`config.mk`:
```
export PLATFORM = sky130hd
export DESIGN_NAME = servile_ext_bridge
export DESIGN_NICKNAME = d
export VERILOG_FILES = /design/src/rtl/servile_ext_pkg.sv /design/src/rtl/servile_ext_wdt.sv /design/src/rtl/servile_ext_bridge.sv
export SDC_FILE = /design/constraint.sdc
export NUM_CORES = 1
export LEC_CHECK = 0
export ABC_AREA = 1
export CAP_MARGIN = 15
export CORE_ASPECT_RATIO = 1.5
export CORE_MARGIN = 2
export CORE_UTILIZATION = 40
export CTS_CLUSTER_DIAMETER = 100
export DETAILED_ROUTE_END_ITERATION = 16
export GPL_TIMING_DRIVEN = 0
export PLACE_DENSITY = 0.8
export REMOVE_ABC_BUFFERS = 1
export SLEW_MARGIN = 20
export SYNTH_ARGS = -nofsm -noshare
export SYNTH_HDL_FRONTEND = slang
export SYNTH_SLANG_ARGS = --single-unit
```
`constraint.sdc`:
```
create_clock -name i_clk -period 1.79 [get_ports i_clk]
set_input_delay 0.2685 -clock i_clk [delete_from_list [all_inputs] [get_ports i_clk]]
set_output_delay 0.2685 -clock i_clk [all_outputs]
set_load 0.02 [all_outputs]
```
`src/rtl/servile_ext_pkg.sv`:
```
// Shared types and constants for the Servile extension-port bridge.
// Optional read watchdog is enabled with SERVILE_EXT_TIMEOUT_EN.
package servile_ext_pkg;

  typedef enum logic [1:0] {
    IDLE,
    REQ,
    WAIT,
    ACK
  } state_t;

  localparam logic [31:0] ERR_DATA_DEF = 32'hDEAD_BEEF;

  function automatic int cnt_width(input int limit);
    return $clog2(limit + 1);
  endfunction

endpackage

```
`src/rtl/servile_ext_wdt.sv`:
```
// Read watchdog: counts cycles while enabled, flags the cycle that
// brings the count up to LIMIT. Used only with SERVILE_EXT_TIMEOUT_EN.
module servile_ext_wdt #(
  parameter int LIMIT = 255,
  parameter int W     = 8
) (
  input  logic i_clk,
  input  logic i_rst_n,
  input  logic i_clr,
  input  logic i_en,
  output logic o_expired
);

  logic [W-1:0] cnt;

  always_ff @(posedge i_clk or negedge i_rst_n) begin
    if (!i_rst_n) begin
      cnt <= '0;
    end else if (i_clr) begin
      cnt <= '0;
    end else if (i_en && cnt != W'(LIMIT)) begin
      cnt <= cnt + W'(1);
    end
  end

  assign o_expired = i_en && (cnt == W'(LIMIT - 1));

endmodule

```
`src/rtl/servile_ext_bridge.sv`:
```
// Wishbone slave on Servile's ext port -> pulsed peripheral bus.
// Define SERVILE_EXT_TIMEOUT_EN to close hung reads with ERR_DATA.
module servile_ext_bridge
  import servile_ext_pkg::*;
#(
  parameter int          AW       = 16,
  parameter int          TIMEOUT  = 255,
  parameter logic [31:0] ERR_DATA = ERR_DATA_DEF
) (
  input  logic          i_clk,
  input  logic          i_rst_n,
  input  logic [31:0]   i_wb_adr,
  input  logic [31:0]   i_wb_dat,
  input  logic [3:0]    i_wb_sel,
  input  logic          i_wb_we,
  input  logic          i_wb_stb,
  output logic [31:0]   o_wb_rdt,
  output logic          o_wb_ack,
  output logic [AW-1:0] o_per_adr,
  output logic [31:0]   o_per_wdat,
  output logic [3:0]    o_per_be,
  output logic          o_per_we,
  output logic          o_per_re,
  input  logic [31:0]   i_per_rdat,
  input  logic          i_per_rvalid,
  output logic          o_err
);

  state_t state;
  logic   we_q;

`ifdef SERVILE_EXT_TIMEOUT_EN
  logic wdt_clr;
  logic wdt_en;
  logic wdt_expired;

  assign wdt_clr = (state == IDLE) && i_wb_stb;
  assign wdt_en  = (state == REQ) || (state == WAIT);

  servile_ext_wdt #(
    .LIMIT (TIMEOUT),
    .W     (cnt_width(TIMEOUT))
  ) u_wdt (
    .i_clk     (i_clk),
    .i_rst_n   (i_rst_n),
    .i_clr     (wdt_clr),
    .i_en      (wdt_en),
    .o_expired (wdt_expired)
  );

  logic unused_bits;
  assign unused_bits = &{1'b0, i_wb_adr[31:AW]};
`else
  assign o_err = 1'b0;

  logic unused_bits;
  assign unused_bits = &{1'b0, i_wb_adr[31:AW], ERR_DATA, TIMEOUT};
`endif

  always_ff @(posedge i_clk or negedge i_rst_n) begin
    if (!i_rst_n) begin
      state      <= IDLE;
      we_q       <= 1'b0;
      o_wb_rdt   <= '0;
      o_wb_ack   <= 1'b0;
      o_per_adr  <= '0;
      o_per_wdat <= '0;
      o_per_be   <= '0;
      o_per_we   <= 1'b0;
      o_per_re   <= 1'b0;
`ifdef SERVILE_EXT_TIMEOUT_EN
      o_err      <= 1'b0;
`endif
    end else begin
      o_per_we <= 1'b0;
      o_per_re <= 1'b0;
      o_wb_ack <= 1'b0;
      unique case (state)
        IDLE: begin
          if (i_wb_stb) begin
            we_q       <= i_wb_we;
            o_per_adr  <= i_wb_adr[AW-1:0];
            o_per_wdat <= i_wb_dat;
            o_per_be   <= i_wb_sel;
            o_per_we   <= i_wb_we;
            o_per_re   <= !i_wb_we;
            state      <= REQ;
          end
        end
        // Writes complete in REQ; reads wait for rvalid or the watchdog.
        REQ, WAIT: begin
          if (we_q) begin
            o_wb_ack <= 1'b1;
            state    <= ACK;
          end else if (i_per_rvalid) begin
            o_wb_rdt <= i_per_rdat;
            o_wb_ack <= 1'b1;
            state    <= ACK;
`ifdef SERVILE_EXT_TIMEOUT_EN
          end else if (wdt_expired) begin
            o_wb_rdt <= ERR_DATA;
            o_wb_ack <= 1'b1;
            o_err    <= 1'b1;
            state    <= ACK;
`endif
          end else begin
            state <= WAIT;
          end
        end
        ACK: begin
          state <= IDLE;
        end
        default: begin
          state <= IDLE;
        end
      endcase
    end
  end

endmodule

```
### Word-level counts from Yosys, hierarchy flattened

Index checks and enable logic that the tools add are counted.

* reduce and logical (&&, ||, !) cells: 5
* eq/ne operators: 4
* muxes and demuxes: 11
* bitwise operators: 1

Operators with widths (number)
* 1-bit two-way mux: 9
* 2-bit case mux with 3 select lines: 1
* 2-bit equality test (second input constant): 2
* 3-bit AND reduction: 1
* 2-bit by 1-bit equality test with 1-bit output (second input constant): 1
* 2-bit zero test: 1
* 2-bit two-way mux: 1
* 2-bit != test (second input constant): 1
* 2-bit AND reduction: 1
* 2-bit OR reduction: 1
* 1-bit zero test: 1
* 1-bit NOT: 1

* flip-flop bits (word level): 90

### Logic depth before layout (Yosys ltp)

* word-level depth: 3
* depth in mapped cells: 7

### Worst setup path before layout

Ideal clock, no wire load.

* path kind: flip-flop to flip-flop
* start: register state[0]
* end: register o_wb_rdt[10]
* required time: 1.672 ns
* path slack: 0.471 ns
* arrival time: 1.201 ns
* stages on the path, launching flop included: 7
* setup time: 0.118 ns
* cells stage by stage: dfrtp_1 inv_1 ha_1 nand3_4 buf_6 nand2_1 o21ai_2

* cells in the longest elaborated chain, start to end: 3

RTL lines
* start: declaration: RTL line servile_ext_bridge.sv:29 `state_t state;`
* start signal: assignment: RTL line servile_ext_bridge.sv:62 `state <= IDLE;`
* start signal: assignment: RTL line servile_ext_bridge.sv:87 `state <= REQ;`
* start signal: assignment: RTL line servile_ext_bridge.sv:94 `state <= ACK;`
* 2-bit by 1-bit equality test with 1-bit output / 2-bit equality test (equally long branches): RTL line servile_ext_bridge.sv:78 `unique case (state)`
* 2-bit OR reduction *: RTL line servile_ext_bridge.sv:78
* 3-bit AND reduction (no source line) *
* end signal: assignment: RTL line servile_ext_bridge.sv:96 `o_wb_rdt <= i_per_rdat;`
* end: declaration: RTL line servile_ext_bridge.sv:17 `output logic [31:0] o_wb_rdt,`

Every way passes the cells marked *; elsewhere a longest branch is shown, timed or not.
A chain may end at the register's enable or synchronous reset.

### Worst setup path after layout

* start: register state[0]
* end: register we_q

* cells in the longest elaborated chain, start to end: 2

RTL lines
* 2-bit zero test: RTL line servile_ext_bridge.sv:78
* 2-bit AND reduction (no source line)
* end signal: assignment: RTL line servile_ext_bridge.sv:81 `we_q <= i_wb_we;`
* end: declaration: RTL line servile_ext_bridge.sv:30 `logic we_q;`

No other way between the ends.

==> summary.txt <==
Timing
  – Fin crit share: 0.937
  – Actual slew at the worst max-slew pin: 618 ps
  – Headroom to the max-slew limit: 0.588
  – Fin Hold WS: 296 ps
  – Final TNS setup: 0 ps
  – Max Fclk: 596 MHz
  – Final setup vio count: 0
  – Final min period: 1680 ps
  – Final hold violation count: 0
  – Final slew viol count: 0
  – Min setup slack post-route: 113 ps
  – RSZ-0062 raised after global routing: false
  – Clk_skew: 4.38 ps

Critical path
  – Critical Path Fanout Max: 54
  – R2R Path Start: state[0]
  – CP Capture Type: register
  – R2r setup slk: 110 ps
  – Kind of critical path: register to register
  – Worst reg2reg path depth: 6
  – Arr. time, crit path: 1880 ps
  – Worst r2r dst: we_q
  – Startpoint types: register
  – Worst path slowest cell: dfrtp_1
  – CP Data Required Time: 1990 ps
  – CP Cell Sequence: inv_1 -> ha_4 -> buf_12 -> nand2_8 -> nand2_1 -> o21ai_0
  – Max incr delay on CP: 400 ps

Clock network
  – # Post-CTS Setup Buffers: 0
  – CTS tree: done
  – Clk pin slew, worst setup/hold paths: 60 ps
  – Clk_lat worst skew: 330 ps
  – CTS Buf Count: 9
  – Max clock buf depth: 2
  – H-tree level count: 3
  – Number of clock sinks: 90
  – Clock Tree Root: clkbuf_16

GRT
  – Grt ovf: 0
  – Vias in the first global route: 3,073
  – Pin count of the biggest net entering global routing: 55
  – GRT Overall Usage: 0.189
  – Initial antenna violation count: 0
  – Global-route wire length before repair: 15.2 mm

Yosys
  – Synth area leaders: dfrtp_1 60%, nand2_1 14%, o21ai_2 7.5%
  – Synth top area share: 0.600
  – Post-synth design cell area: 3750 sq um
  – Ys Warns: 0
  – Post-synthesis sequential area ratio: 0.600
  – Seq cells post-synth: 90
  – Synth cell types: 15
  – Post-synthesis average cell area: 9.50 sq um
  – Largest area contributor in the synthesized netlist: dfrtp_1
  – Cells after synthesis: 395

Placed design
  – HPWL after DPL: 6.63 mm
  – Final Wtd Congestion: 0.784
  – Pre-CTS setup slack: -528 ps
  – Cell Area, Placed: 5530 sq um
  – IO Port Bufs: 175

Floorplan
  – Full die area: 10,200 sq um
  – Core area: 9200 sq um
  – Initial Util: 0.408
  – Die Width: 83.1 microns
  – Die height: 123 microns
  – I/O pin cnt: 193
  – Row cnt: 43

Hold path
  – Worst Hold Depth: 3
  – Hold WC Path Type: primary input to register
  – WHS Endpoint: o_per_adr[11]
  – HP Start: i_wb_stb

Drt
  – Drt initial violations: 170
  – Routed wire length per instance: 14.2 microns
  – Vias after detailed routing: 3,194
  – # DRC: 0
  – DRT Pass-1 Iters: 4
  – WL final: 9.60 mm
  – Vias per cell: 4.71
  – Final ANT Viol Nets: 0

Run
  – Maxcap violations: 0

Finish
  – Synthesis-to-layout area growth: 56.3%
  – Fillers: 753
  – Layout cell share with drive strength beyond 1: 0.0919
  – Final instance area: 5860 sq um
  – NumNets Final: 670
  – Register area: 2250 sq um
  – Multi-input combinational cell area: 1220 sq um
  – Antenna Cells: 0

Power
  – Pleak: 2.85 nW
  – Max VDD drop: 0.923 mV
  – Pwr dens: 1810 nW/um^2

Run status
  – Status: finished clean
==> layout make-up <==
cell class	count	share of cell area
clock buffer	13	0.0410
clock inverter	2	0.00661
inverter	40	0.0256
multi-input combinational	242	0.208
sequential	90	0.384
tap	112	0.0239
timing repair buffer	179	0.311
==> worst max path at each step <==
stage | from | end | slack, ps | cells after the start
2_1_floorplan | state[0] | we_q | -800 | 4
3_3_place_gp | i_rst_n | o_wb_rdt[19] | -2800 | 1
3_5_place_dp | state[0] | we_q | -530 | 5
4_1_cts | state[0] | we_q | 120 | 6
5_1_grt | state[0] | we_q | 4 | 6
6_report | state[0] | we_q | 110 | 6
==> layout by cell type (no fill, tap or decap), drive strengths merged, types with 2 or more instances in the layout <==
cell type	Yosys	layout
clkdlybuf4s50	0	173
nand2	145	145
dfrtp	90	90
nand3	53	54
inv	40	40
o21ai	34	34
clkbuf	0	13
buf	24	5
nor2	3	3
ha	3	3
nor3	2	2
==> report_power, final <==
group | internal, W | switching [W]
clock network | 0.00108 | 0.000706
logic | 0.00242 | 0.00297
registers | 0.00298 | 0.000488
total | 0.00648 | 0.00416
==> registers in the layout, indices dropped and copies added, names as in the netlist <==
name	count
o_wb_ack	1
o_per_adr	16
we_q	1
o_per_be	4
o_per_re	1
state	2
o_wb_rdt	32
o_per_wdat	32
o_per_we	1
==> through the flow <==
stage / utilization / power (W) / std cells
2_1_floorplan: - / 0.00620 / 371
3_3_place_gp: 0.595 / 0.00857 / 658
3_5_place_dp: 0.602 / 0.00879 / 661
4_1_cts: 0.637 / 0.0108 / 678
5_1_grt: 0.637 / 0.0113 / 678
6_report: 0.637 / 0.0106 / 678
==> Yosys cell counts <==
cell     count
buf_2       12
buf_4        6
buf_6        6
conb_1       1
dfrtp_1     90
ha_1         3
inv_1       40
nand2_1    144
nand2_2      1
nand3_1     52
nand3_4      1
nor2_1       3
nor3_1       2
o21ai_0      2
o21ai_2     32
==> routing by layer <==
metal / global-route usage / vias to the layer above / wire [microns]
li1: - / 1557 / -
met1: 0.226 / 1493 / 3820
met2: 0.319 / 127 / 4910
met3: 0.0511 / 17 / 636
met4: 0.0830 / 0 / 231
met5: 0 / - / 0
==> worst max-delay path, delay by kind of cell, from the launching register on <==
family	cells	cell delay, ps
flip-flops	1	400
buffers and inverters	2	370
AND/OR/NAND/NOR	2	360
adder cells (fa/ha/maj)	1	310
AO/OA/AOI/OAI	1	80
==> logic make-up (layout without fill, tap and decap cells) <==
group,Yosys count,after routing,share of synthesized area
AND/OR/NAND/NOR,203,204,0.225
flip-flops,90,90,0.600
buffers and inverters,64,234,0.0860
AO/OA/AOI/OAI,34,34,0.0774
adder cells (fa/ha/maj),3,3,0.0100
other,1,1,0.000999
==> repair_timing <==
| item | 4_1_cts | 5_1_grt |
|---|---|---|
| hold buffers | 1 | 0 |
| hold endpoints to repair | 44 | 0 |
| gates resized for setup | 4 | 0 |
| endpoints found under the setup margin | 85 | 0 |
Power figures use the tool's default switching activity.
